<file path="src/rtl/leaf_user_bridge.sv">
// User-side leaf bridge: one elastic FIFO plus a saturating transfer counter per
// channel, between leaf-interface vld/ack channels and HLS kernel ap_vld/ap_ack ports.
module leaf_user_bridge_chan #(
  parameter int PAYLOAD_BITS    = 32,
  parameter int FIFO_DEPTH_BITS = 2,
  parameter int CNT_BITS        = 16
) (
  input  logic                    clk,
  input  logic                    reset,
  input  logic [PAYLOAD_BITS-1:0] up_data,
  input  logic                    up_vld,
  output logic                    up_ack,
  output logic [PAYLOAD_BITS-1:0] dn_data,
  output logic                    dn_vld,
  input  logic                    dn_ack,
  output logic [CNT_BITS-1:0]     xfer_count
);
  localparam int DEPTH = 1 << FIFO_DEPTH_BITS;
  localparam logic [FIFO_DEPTH_BITS:0]   OCC_FULL = (FIFO_DEPTH_BITS+1)'(DEPTH);
  localparam logic [FIFO_DEPTH_BITS:0]   OCC_ONE  = (FIFO_DEPTH_BITS+1)'(1);
  localparam logic [FIFO_DEPTH_BITS-1:0] PTR_ONE  = FIFO_DEPTH_BITS'(1);

  logic [PAYLOAD_BITS-1:0]    mem_q [DEPTH];
  logic [FIFO_DEPTH_BITS-1:0] wr_ptr_q, wr_ptr_d;
  logic [FIFO_DEPTH_BITS-1:0] rd_ptr_q, rd_ptr_d;
  logic [FIFO_DEPTH_BITS:0]   occ_q, occ_d;
  logic [CNT_BITS-1:0]        cnt_q, cnt_d;
  logic                       push, pop;

  function automatic logic [CNT_BITS-1:0] sat_inc(input logic [CNT_BITS-1:0] v);
    return (&v) ? v : v + CNT_BITS'(1);
  endfunction

  // Accept depends only on occupancy and reset, never on upstream valid.
  assign up_ack     = (occ_q != OCC_FULL) && !reset;
  assign dn_vld     = (occ_q != '0);
  assign dn_data    = mem_q[rd_ptr_q];
  assign push       = up_vld && up_ack;
  assign pop        = dn_vld && dn_ack;
  assign xfer_count = cnt_q;

  always_comb begin
    wr_ptr_d = wr_ptr_q;
    rd_ptr_d = rd_ptr_q;
    occ_d    = occ_q;
    cnt_d    = cnt_q;
    if (push) wr_ptr_d = wr_ptr_q + PTR_ONE;
    if (pop) begin
      rd_ptr_d = rd_ptr_q + PTR_ONE;
      cnt_d    = sat_inc(cnt_q);
    end
    if (push && !pop)      occ_d = occ_q + OCC_ONE;
    else if (pop && !push) occ_d = occ_q - OCC_ONE;
  end

  always_ff @(posedge clk or posedge reset) begin
    if (reset) begin
      wr_ptr_q <= '0;
      rd_ptr_q <= '0;
      occ_q    <= '0;
      cnt_q    <= '0;
    end else begin
      wr_ptr_q <= wr_ptr_d;
      rd_ptr_q <= rd_ptr_d;
      occ_q    <= occ_d;
      cnt_q    <= cnt_d;
    end
  end

  // Storage carries no reset; stale entries are unreachable once occupancy clears.
  always_ff @(posedge clk) begin
    if (push) mem_q[wr_ptr_q] <= up_data;
  end
endmodule

module leaf_user_bridge #(
  parameter int PAYLOAD_BITS    = 32,
  parameter int NUM_IN_PORTS    = 1,
  parameter int NUM_OUT_PORTS   = 1,
  parameter int FIFO_DEPTH_BITS = 2,
  parameter int CNT_BITS        = 16
) (
  input  logic                                  clk_user,
  input  logic                                  reset,
  input  logic [NUM_IN_PORTS*PAYLOAD_BITS-1:0]  dout_leaf_interface2user,
  input  logic [NUM_IN_PORTS-1:0]               vld_interface2user,
  output logic [NUM_IN_PORTS-1:0]               ack_user2interface,
  output logic [NUM_IN_PORTS*PAYLOAD_BITS-1:0]  Input_V_V,
  output logic [NUM_IN_PORTS-1:0]               Input_V_V_ap_vld,
  input  logic [NUM_IN_PORTS-1:0]               Input_V_V_ap_ack,
  input  logic [NUM_OUT_PORTS*PAYLOAD_BITS-1:0] Output_V_V,
  input  logic [NUM_OUT_PORTS-1:0]              Output_V_V_ap_vld,
  output logic [NUM_OUT_PORTS-1:0]              Output_V_V_ap_ack,
  output logic [NUM_OUT_PORTS*PAYLOAD_BITS-1:0] din_leaf_user2interface,
  output logic [NUM_OUT_PORTS-1:0]              vld_user2interface,
  input  logic [NUM_OUT_PORTS-1:0]              ack_interface2user,
  output logic [NUM_IN_PORTS*CNT_BITS-1:0]      in_xfer_count,
  output logic [NUM_OUT_PORTS*CNT_BITS-1:0]     out_xfer_count
);
  for (genvar i = 0; i < NUM_IN_PORTS; i++) begin : g_in
    leaf_user_bridge_chan #(
      .PAYLOAD_BITS   (PAYLOAD_BITS),
      .FIFO_DEPTH_BITS(FIFO_DEPTH_BITS),
      .CNT_BITS       (CNT_BITS)
    ) u_chan (
      .clk       (clk_user),
      .reset     (reset),
      .up_data   (dout_leaf_interface2user[i*PAYLOAD_BITS +: PAYLOAD_BITS]),
      .up_vld    (vld_interface2user[i]),
      .up_ack    (ack_user2interface[i]),
      .dn_data   (Input_V_V[i*PAYLOAD_BITS +: PAYLOAD_BITS]),
      .dn_vld    (Input_V_V_ap_vld[i]),
      .dn_ack    (Input_V_V_ap_ack[i]),
      .xfer_count(in_xfer_count[i*CNT_BITS +: CNT_BITS])
    );
  end

  for (genvar o = 0; o < NUM_OUT_PORTS; o++) begin : g_out
    leaf_user_bridge_chan #(
      .PAYLOAD_BITS   (PAYLOAD_BITS),
      .FIFO_DEPTH_BITS(FIFO_DEPTH_BITS),
      .CNT_BITS       (CNT_BITS)
    ) u_chan (
      .clk       (clk_user),
      .reset     (reset),
      .up_data   (Output_V_V[o*PAYLOAD_BITS +: PAYLOAD_BITS]),
      .up_vld    (Output_V_V_ap_vld[o]),
      .up_ack    (Output_V_V_ap_ack[o]),
      .dn_data   (din_leaf_user2interface[o*PAYLOAD_BITS +: PAYLOAD_BITS]),
      .dn_vld    (vld_user2interface[o]),
      .dn_ack    (ack_interface2user[o]),
      .xfer_count(out_xfer_count[o*CNT_BITS +: CNT_BITS])
    );
  end
endmodule

</file>
<file path="config.mk">
export PLATFORM = sky130hd
export DESIGN_NAME = leaf_user_bridge
export DESIGN_NICKNAME = d
export VERILOG_FILES = /design/src/rtl/leaf_user_bridge.sv
export SDC_FILE = /design/constraint.sdc
export NUM_CORES = 1
export LEC_CHECK = 0
export CORE_MARGIN = 10
export CORE_UTILIZATION = 54
export DETAILED_ROUTE_END_ITERATION = 7
export GPL_ROUTABILITY_DRIVEN = 0
export GPL_TIMING_DRIVEN = 1
export PLACE_DENSITY = 0.91
export SLEW_MARGIN = 10
export SYNTH_ARGS = -nofsm -noshare
export SYNTH_HDL_FRONTEND = slang
export SYNTH_SLANG_ARGS = --single-unit
export TNS_END_PERCENT = 5
</file>
<file path="constraint.sdc">
create_clock -name clk_user -period 2.6 [get_ports clk_user]
set_input_delay 0.26 -clock clk_user [delete_from_list [all_inputs] [get_ports clk_user]]
set_output_delay 0.26 -clock clk_user [all_outputs]
set_load 0.1 [all_outputs]
</file>
Word-level counts from Yosys, hierarchy flattened
Memory sizes are Yosys's and may differ from the RTL's.
Cells that the tools add are included.
Word-level totals
  flip-flop bits (word level): 46
  bits in latches: 0
  bits in writable memories: 256
  bits in read-only memories: 0
  input bits: 70
  output and inout bits: 100
  word-level logic and storage cells: 55
  memories kept: 2
Memory list
  g_in[0].u_chan.mem_q: depth 4, bits a word 32, rd ports 1, clocked after Yosys merged registers in 0, wr ports 1, line 23  | logic [PAYLOAD_BITS-1:0] mem_q [DEPTH];
  g_out[0].u_chan.mem_q: depth 4, bits a word 32, rd ports 1, clocked after Yosys merged registers in 0, wr ports 1, line 23
Operators by class
  add/subtract/negate cells: 10
  multiply operators: 0
  divide/modulo/power cells: 0
  magnitude comparators: 0
  eq/ne operators: 2
  shift-type cells: 0
  multiplexer cells: 8
  bitwise operators: 2
  reductions and logical operators: 23
Operators by type and width (number)
  adder 16 x 1 -> 16 bit, second input constant: 2
  AND reduction 16 bit: 2
  2-to-1 mux 3 bit: 4
  logical AND 1 bit: 10
  adder 2 x 1 -> 2 bit, second input constant: 4
  adder 3 x 1 -> 3 bit, second input constant: 2
  inequality test 3 bit, second input constant: 2
  nonzero test 3 bit: 2
  subtractor 3 x 1 -> 3 bit, second input constant: 2
  logical NOT 1 bit: 5
  2-to-1 mux 1 bit: 4
  AND reduction 2 bit: 2
  nonzero test 2 bit: 2
  inverter 1 bit: 2

Depth between registers and ports, before layout
  word-level depth: 7
  gate-level depth with buffers: 9
  gate-level depth less buffers: 9

Hierarchy
From an unflattened synthesis, not the netlist that was laid out.
Second synthesis, totals
  cell total of the unflattened synthesis: 554
  area, all modules: 11661.2 µm²
By module, submodules not included
  leaf_user_bridge_chan: instances 2, cells each 277, area an instance 5830.6 µm², sequential area each 4419.2 µm²

Worst setup path after synthesis
Ideal clock, no wire load.
  path kind: reg-to-reg
  start point: register g_out[0].u_chan.occ_q[0]
  end point: register g_out[0].u_chan.occ_q[2]
  setup time: 79 ps
  arrival: 3462 ps
  data required time: 2521 ps
  slack: -941 ps
  cell stages (with the launch flop): 10
  path buffers: 0
  period minus slack after synthesis: 3541 ps
  cells stage by stage: dfrtp_1 > nor2_1 > a21oi_1 > and2_0 > ha_1 > inv_1 > fa_1 > xor2_1 > nor2_1 > xor2_1
Between the ends
  cells in the longest elaborated chain, start to end: 6
  elaborated cells on any way between the ends: 14
  classes of those cells: add/sub (2); eq/ne (1); mux (2); reduce/logical (9)
Ends and longest elaborated chain
  start, declared: line 26  | logic [FIFO_DEPTH_BITS:0] occ_q, occ_d;
  start signal, assigned: line 60  | occ_q <= '0;
  start signal, assigned: line 65  | occ_q <= occ_d;
  inequality test 3 bit (*): line 35  | assign up_ack = (occ_q != OCC_FULL) && !reset;
  logical AND 1 bit (*): line 35
  via Output_V_V_ap_ack: line 93  | output logic [NUM_OUT_PORTS-1:0] Output_V_V_ap_ack,
  logical AND 1 bit (*): line 38  | assign push = up_vld && up_ack;
  via g_out[0].u_chan.push: line 28  | logic push, pop;
  logical NOT 1 bit: line 53  | else if (pop && !push) occ_d = occ_q - OCC_ONE;
  logical AND 1 bit: line 53
  nonzero test 2 bit (no source line)
Mark *: on every way through the listed nets, which the timed path passes. The rest lies on a longest branch. The select of a mux whose other input is x is not followed.
A chain may end at the register's enable or synchronous reset.

Worst setup path in the final report
  start point: register g_out[0].u_chan.rd_ptr_q[0]
  end point: output port din_leaf_user2interface[22]
Between the ends
  cells in the longest elaborated chain, start to end: 1
Ends and longest elaborated chain
  start, declared: line 25  | logic [FIFO_DEPTH_BITS-1:0] rd_ptr_q, rd_ptr_d;
  start signal, assigned: line 64  | rd_ptr_q <= rd_ptr_d;
  memory (4 x 32 bit)
  end, declared: line 94  | output logic [NUM_OUT_PORTS*PAYLOAD_BITS-1:0] din_leaf_user2interface,
Every way passes these cells.

==> flow_metrics.tcl <==
set metrics [dict create \
    ant_nets 0 \
    cts_made_buffers 28 \
    hold_viol_final 0 \
    cts-resized-gates 0 \
    critPathArrivalTime_ps 2190 \
    synth_nets 632 \
    relSlewSlack_pct 37.0 \
    critPathMaxStageDelay_ps 600 \
    startpoint_type "flop" \
    min-delay-path-class "in -> async" \
    nets 829 \
    cp_common_cell "buf_12" \
    ctsRootBufferMaster "clkbuf_16" \
    path_class "reg -> out" \
    start_util_pct 55.0 \
    cts_tree "done" \
    cts.sinks 302 \
    grt_max_degree 34 \
    ys_ff_latch 302 \
    yosysUniqueCellTypes 34 \
    min_period_over_period_pct 94.1 \
    cp_top_family "multiplexers" \
    worst-endpoint-required_ps 2340 \
    drive_gt1_share_pct 31.2 \
    setup_violations 0 \
    drc 0 \
    clk_latency_ps 530 \
    critPathCaptureType "primary output" \
    mostFrequentLayoutCell "edfxtp_1" \
    finalWirelength_mm 26.1 \
    maxCapViolCount 0 \
    htreeDepth 1 \
    seq_area_um2 8840 \
    worstSetupPathDepth 3 \
    gr-total-overflow 0 \
    syn_inst 548 \
    vias 6057 \
    period_needed_ps 2450 \
    finClkSkew_ps 10.9 \
    cts_setup_buffers 0 \
    drtIter0Drc 451 \
    grt_usage_pct 18.5 \
    clk_pin_slew_worst_paths_ps 70 \
    ioPinCount 170 \
    core_area_um2 21000 \
    grt_pass1_vias 6723 \
    die_area_um2 27700 \
    max_freq_mhz 409 \
    wl_per_cell_um 25.1 \
    multi_input_area_um2 2620 \
    syn_area_per_cell_um2 21.1 \
    area.growth.synth_to_final_pct 31.7 \
    viasPerCell 5.82 \
    grt_setup_unrepaired "no" \
    die_w_um 166 \
    die_h_um 166 \
    r2r_cells 4 \
    tns_ps 0 \
    hold_slack_ps 265 \
    cp_max_fo 26 \
    ys_warn_count 0 \
    portBuffers 169 \
    hold_buffers 0 \
    num_rows 53 \
    layout_common_cells "edfxtp_1 (256), buf_12 (74), clkdlybuf4s50_1 (69)" \
    grt_pass1_wl_mm 40.7 \
    worst_pin_slew_ps 935 \
    clock_path_buffers 3 \
    grt_antenna_before_repair 2 \
    path_cells "buf_12 > mux4_2 > buf_12" \
    cp_num_buf_inv 2 \
    drt_first_pass_iters 4 \
    worst_path_max_delay_cell "mux4_2" \
    syn_area_um2 11600 \
    dp_hpwl_mm 17.1 \
    status "finished clean" \
    yosysSeqAreaShare_pct 76.5 \
    nFillCells 1101 \
    drv_slew 0 \
]
[area by class of cell]
cell class / count / area share, %
clock inverters: 19 / 1.18
well taps: 275 / 2.26
flip-flops and latches: 302 / 58.1
multi-input cells: 219 / 17.2
diodes: 1 / 0.0164
inverters: 10 / 0.263
clock buffers: 31 / 4.68
repair buffers: 184 / 16.3
[registers in the layout, indices dropped and copies added, names as in the netlist, 3 cells and up]
register	count
g_in.u_chan.mem_q	128
g_in.u_chan.occ_q	3
g_in.u_chan.xfer_count	16
g_out.u_chan.mem_q	128
g_out.u_chan.occ_q	3
g_out.u_chan.xfer_count	16
[cells in the mapped netlist]
master / n / area share [%]
a21oi_1: 3 / 0.13
and2_0: 2 / 0.11
and3_1: 10 / 0.54
and3b_1: 1 / 0.076
and4_1: 3 / 0.23
buf_2: 6 / 0.26
clkbuf_1: 11 / 0.36
dfrtp_1: 46 / 10
edfxtp_1: 256 / 67
fa_1: 2 / 0.35
ha_1: 12 / 1.3
inv_1: 8 / 0.26
inv_2: 1 / 0.032
inv_4: 1 / 0.054
mux2_2: 7 / 0.68
mux2i_1: 1 / 0.087
mux4_2: 64 / 12
nand2_1: 13 / 0.42
nand3_1: 10 / 0.43
nand4_1: 14 / 0.76
nor2_1: 13 / 0.42
nor3_1: 8 / 0.35
nor4_1: 5 / 0.27
nor4b_1: 1 / 0.076
o31a_1: 1 / 0.076
o31a_4: 1 / 0.15
o41a_1: 1 / 0.097
o41ai_2: 1 / 0.14
or2_2: 2 / 0.11
or3_1: 2 / 0.11
or3_2: 1 / 0.065
or4_4: 1 / 0.097
xnor2_1: 18 / 1.4
xor2_1: 22 / 1.7
[worst register-to-register path, stage by stage (launching register included)]
cell	delay, ps
dfrtp_1	450
ha_1	280
nand4_1	180
o41ai_2	860
mux2_2	430
[cells by family (layout without fill, tap and decap cells)]
family	count (synthesis)	after routing	share of synthesized area, %
compound gates	7	7	0.595
fa+ha+maj	14	14	1.65
xor+xnor	40	40	3.03
other cells	0	1	0
flops	302	302	76.5
buf+inv	27	244	0.963
mux	72	72	13.2
simple gates	86	86	4.06
[per-stage QoR]
stage          util (%)  std cells  instance area [um^2]  setup WS (ps)
6_report           72.4       1041                 15200            152
5_1_grt            72.4       1041                 15200           43.6
4_1_cts            72.4       1040                 15200           99.6
3_5_place_dp       68.2        990                 14300           99.1
3_3_place_gp       68.2        990                 14300            170
2_1_floorplan         -        548                 11600           -221
[metal layers]
metal,up-vias,GRT usage (%),share of wire [%]
met5,-,0,0.050
li1,2617,-,-
met2,278,33.9,55
met3,44,3.98,7.0
met4,2,4.73,2.1
met1,3116,21.5,36
[final timing paths]
| kind | from | to | slack, ps |
|---|---|---|---|
| setup / recovery | g_out[0].u_chan.rd_ptr_q[0] | din_leaf_user2interface[22] | 150 |
| hold / removal | reset | g_out[0].u_chan.xfer_count[13] | 260 |
| setup reg to reg | g_in[0].u_chan.xfer_count[0] | g_in[0].u_chan.xfer_count[1] | 300 |
| hold reg to reg | g_out[0].u_chan.xfer_count[15] | g_out[0].u_chan.xfer_count[15] | 510 |
| max in group asynchronous | reset | g_in[0].u_chan.rd_ptr_q[0] | 1800 |
| min in group clk_user | Output_V_V[23] | g_out[0].u_chan.mem_q[1][23] | 360 |
Power is left out: the tool's default activity adds up to more than one toggle a clock period on the data nets, which glitch-free logic cannot reach.
==> edit 1 (config.mk and constraints unchanged) <==
Set the parameter `NUM_IN_PORTS` to 2 (it was 1).
--- a/src/rtl/leaf_user_bridge.sv
+++ b/src/rtl/leaf_user_bridge.sv
@@ -75,7 +75,7 @@
 
 module leaf_user_bridge #(
   parameter int PAYLOAD_BITS    = 32,
-  parameter int NUM_IN_PORTS    = 1,
+  parameter int NUM_IN_PORTS    = 2,
   parameter int NUM_OUT_PORTS   = 1,
   parameter int FIFO_DEPTH_BITS = 2,
   parameter int CNT_BITS        = 16
Interface: changed (7 resized); port bits go from 170 to 254. No check against the original RTL was run, so the function may have changed too.
==> edit 1 against the unedited design <==
  * Hold slack gained 0.086 ns
  * Sequential cell count grew 151
  * Design area grew 51%
  * Wire length grew 56%
  * Count of clock-buffer cells in the layout grew 26
  * Sequential share of layout area shrank 0.54 points
  * First-iteration DRC count grew 50%
  * Synthesized area grew 51%
  * Worst setup slack gained 0.036 ns
  * Largest cell class unchanged
  * Highest routed layer is now met4
Power is left out: the tool's default activity adds up to more than one toggle a clock period on the data nets, which glitch-free logic cannot reach.
==> edit 1: results <==
[outcome]
status = finished, final reports clean

[place]
dpl.hpwl_mm = 26.4
placed_area_sq_um = 21600

[grt]
grt_pass1_vias = 9989
grt_max_degree = 35
grt_pass1_wl_mm = 61.8
grt_usage_pct = 20.6
antenna_found_initial = 0

[critical_path]
reg2reg_to = g_in[0].u_chan.occ_q[2]$_DFFE_PP0P_
cp_slowest_cell = or3_2
crit_type = flop to flop
slowest_delay_ns = 0.52
cp_top_family = simple AND/OR/NAND/NOR gates
ff2ff_path_depth = 9

[layout]
layout.cells.non_filler = 1563
final_nets = 1251
diodes = 0
drive_above_1_share_pct = 30.6

[worst_hold_path]
hold_class = primary input to flop

[route]
wire_per_inst_um = 26.0
drtPass1Iterations = 5
drt_iter0_drc = 675

[synthesis]
synth_area_leaders = edfxtp_1 (66%), mux4_2 (12%), dfrtp_1 (9.9%)
synth_edf_count = 384

[timing]
maxSlewHeadroom_pct = 51.2
clock_skew_ns = 0.0192
hold_slack_ns = 0.350

[clock_network]
cts_buffers = 44
h-tree-depth = 2
## edit 1: changes by cell type after synthesis, moves of 9 or more
cell      before  now
xor2_1        22   31
dfrtp_1       46   69
mux4_2        64   96
edfxtp_1     256  384
## edit 1: routing by layer
metal  wire length (um)  vias up  GRT usage, %
met3               3470       68          5.43
met1              14800     4740          25.1
met2              21400      419          35.6
li1                   -     3962             -
met4                989        0          5.80
met5                  0        -             0
## edit 1: logic make-up (layout without fill, tap and decap cells)
group,count (synthesis),count (layout),share of synthesized area [%]
multiplexers,106,106,13.0
flip-flops,453,453,76.0
AND/OR/NAND/NOR,122,122,3.90
XOR/XNOR,57,57,2.86
AO/OA/AOI/OAI,26,26,1.32
buffers and inverters,45,376,1.19
adder cells (fa/ha/maj),21,21,1.64
## edit 1: cell type report
type,count,area [sq um]
repair buffers,281,3840
clock buffers,57,1160
fillers,1760,8670
flip-flops and latches,453,13300
clock inverters,24,243
inverters,14,57.6
well taps,402,503
multi-input cells,332,3980
==> edit 2 (config.mk and constraints unchanged) <==
Without the edit above. Reset style: synchronous (`reset`), changed in one clocked block.
--- a/src/rtl/leaf_user_bridge.sv
+++ b/src/rtl/leaf_user_bridge.sv
@@ -53,7 +53,7 @@
     else if (pop && !push) occ_d = occ_q - OCC_ONE;
   end
 
-  always_ff @(posedge clk or posedge reset) begin
+  always_ff @(posedge clk) begin
     if (reset) begin
       wr_ptr_q <= '0;
       rd_ptr_q <= '0;
Formal check against the unedited RTL: differs if reset is asserted again (counterexample within 4 cycles, from zero or initial values and one cycle with reset high); with reset held inactive, the same outputs for 4 cycles.
==> edit 2 against the unedited design <==
  * Utilization is 0.15 points higher
  * Synthesized area is 1.1% higher
  * Worst setup slack better by 0.049 ns
  * Register-to-register slack better by 0.11 ns
  * Maximum frequency is 2.1% higher
  * Clock skew is 0.0019 ns higher
  * Wire length is 3.4% lower
  * Sequential cell count is 4 higher
  * Design area is 0.84% higher
  * Critical path depth stayed put
  * Die area is 0.95% higher
==> edit 2: results <==
[timing]
worstMarginPinSlew_ns = 0.708
clock_skew_ns = 0.0128

[critical_path]
slowest_delay_ns = 0.60
critPathArrivalTime_ns = 2.14
cp_top_family = flip-flops
cp_max_fo = 12
ff2ff_path_depth = 8
cp_slowest_cell = dfxtp_2

[clock_network]
cts_buffers = 29
cts-root-buf = clkbuf_16
ctsResizeCount = 0
clk_latency_ns = 0.53
cts_max_path_buffers = 3
clkTransAtPathRegs_ns = 0.06

[power_and_ir_drop]
p_sw_share_pct = 38.9
ir_drop_v = 0.000615

[route]
totalWireLength_mm = 25.2
via_count = 6343
drt_iter0_drc = 450
drtPass1Iterations = 4
wire_per_inst_um = 22.7

[synthesis]
syn-num-nets = 703
syn_avg_cell_area_sq_um = 18.9
synthArstFlopShare_pct = 0
synth_area_leaders = edfxtp_1 (66%), mux4_2 (12%), dfxtp_1 (8.6%)
synth-seq-area-share_pct = 74.4
synthTopCellsByCount = edfxtp_1 (256), mux4_2 (64), dfxtp_1 (50), nor2_1 (26), a21oi_1 (20)
synth_cell_types = 40
synth_edf_count = 256

[grt]
grt_pass1_wl_mm = 39.2
antenna_found_initial = 1
grt_usage_pct = 17.6
grt_max_degree = 36
grt_pass1_vias = 6517

[layout]
final_nets = 897
top_regs = g_in.u_chan.mem_q x128, g_out.u_chan.mem_q x128
drive_above_1_share_pct = 29.2

[outcome]
status = finished, final reports clean

[place]
dpl.hpwl_mm = 16.2
dpl.cell_count = 1057

[worst_hold_path]
hold_class = primary input to flop
whs_path_depth = 2
edit 2: cell types whose count changed after synthesis, moves of 8 or more:
cell     change
a21oi_1     +17
and2_1       +8
and3_1       -8
buf_1       +11
dfrtp_1     -46
dfxtp_1     +50
inv_1        +9
nor2_1      +13
o21ai_0     +10
o31ai_1     +10
or3_1       +11
or4_1        +9
xnor2_1     -14
xor2_1      -14
edit 2: path summary, 6_finish.rpt:
check / endpoint / slack, ns / start
worst min register to register: g_in[0].u_chan.xfer_count[6]$_SDFFE_PP0P_ / 0.49 / g_in[0].u_chan.xfer_count[6]$_SDFFE_PP0P_
worst max-delay path: din_leaf_user2interface[31] / 0.20 / flop
worst max register to register: g_out[0].u_chan.occ_q[2]$_SDFFE_PP0P_ / 0.41 / g_out[0].u_chan.occ_q[2]$_SDFFE_PP0P_
worst min-delay path: g_in[0].u_chan.xfer_count[0]$_SDFFE_PP0P_ / 0.13 / reset
edit 2: logic make-up (layout without fill, tap and decap cells):
| logic type | count (synthesis) | in the layout | synth area share [%] |
|---|---|---|---|
| flip-flops | 306 | 306 | 74.4 |
| AND/OR/NAND/NOR | 115 | 115 | 5.38 |
| multiplexers | 73 | 73 | 13.2 |
| AO/OA/AOI/OAI | 56 | 56 | 3.17 |
| buffers and inverters | 43 | 259 | 1.40 |
| adder cells (fa/ha/maj) | 14 | 14 | 1.63 |
| XOR/XNOR | 12 | 12 | 0.900 |
| other | 0 | 1 | 0 |
edit 2: cell type report:
type                    instances  area, sq um
diodes                          1         2.50
clock buffers                  35          748
clock inverters                18          135
fillers                      1183         5800
inverters                      19         71.3
multi-input cells             270         2840
flip-flops and latches        306         8700
well taps                     275          344
repair buffers                187         2510
edit 2: routing by layer:
metal / part of all wire (%) / wire length, um / vias to the layer above / global-route usage, %
li1: - / - / 2898 / -
met1: 40 / 9970 / 3190 / 22.4
met2: 53 / 13300 / 221 / 30.4
met3: 5.8 / 1470 / 34 / 3.28
met4: 1.9 / 469 / 0 / 4.39
met5: 0 / 0 / - / 0
edit 2: power groups by stage:
stage / registers (W) / logic [W] / clock network [W]
6_report: 0.00587 / 0.00771 / 0.00393
5_1_grt: 0.00590 / 0.00793 / 0.00419
4_1_cts: 0.00587 / 0.00778 / 0.00399
3_5_place_dp: 0.00597 / 0.00776 / 0
3_3_place_gp: 0.00595 / 0.00768 / 0
2_1_floorplan: 0.00604 / 0.00491 / 0
edit 2: through the flow:
step | worst slack [ns] | TNS [ns] | utilization [%] | instance area, sq um
global placement | 0.236 | 0 | 68.4 | 14500
floorplan | -0.0269 | -0.0821 | - | 11700
CTS | 0.148 | 0 | 72.6 | 15300
global route | 0.0823 | 0 | 72.6 | 15400
finish | 0.202 | 0 | 72.6 | 15400
detailed placement | 0.179 | 0 | 68.4 | 14500
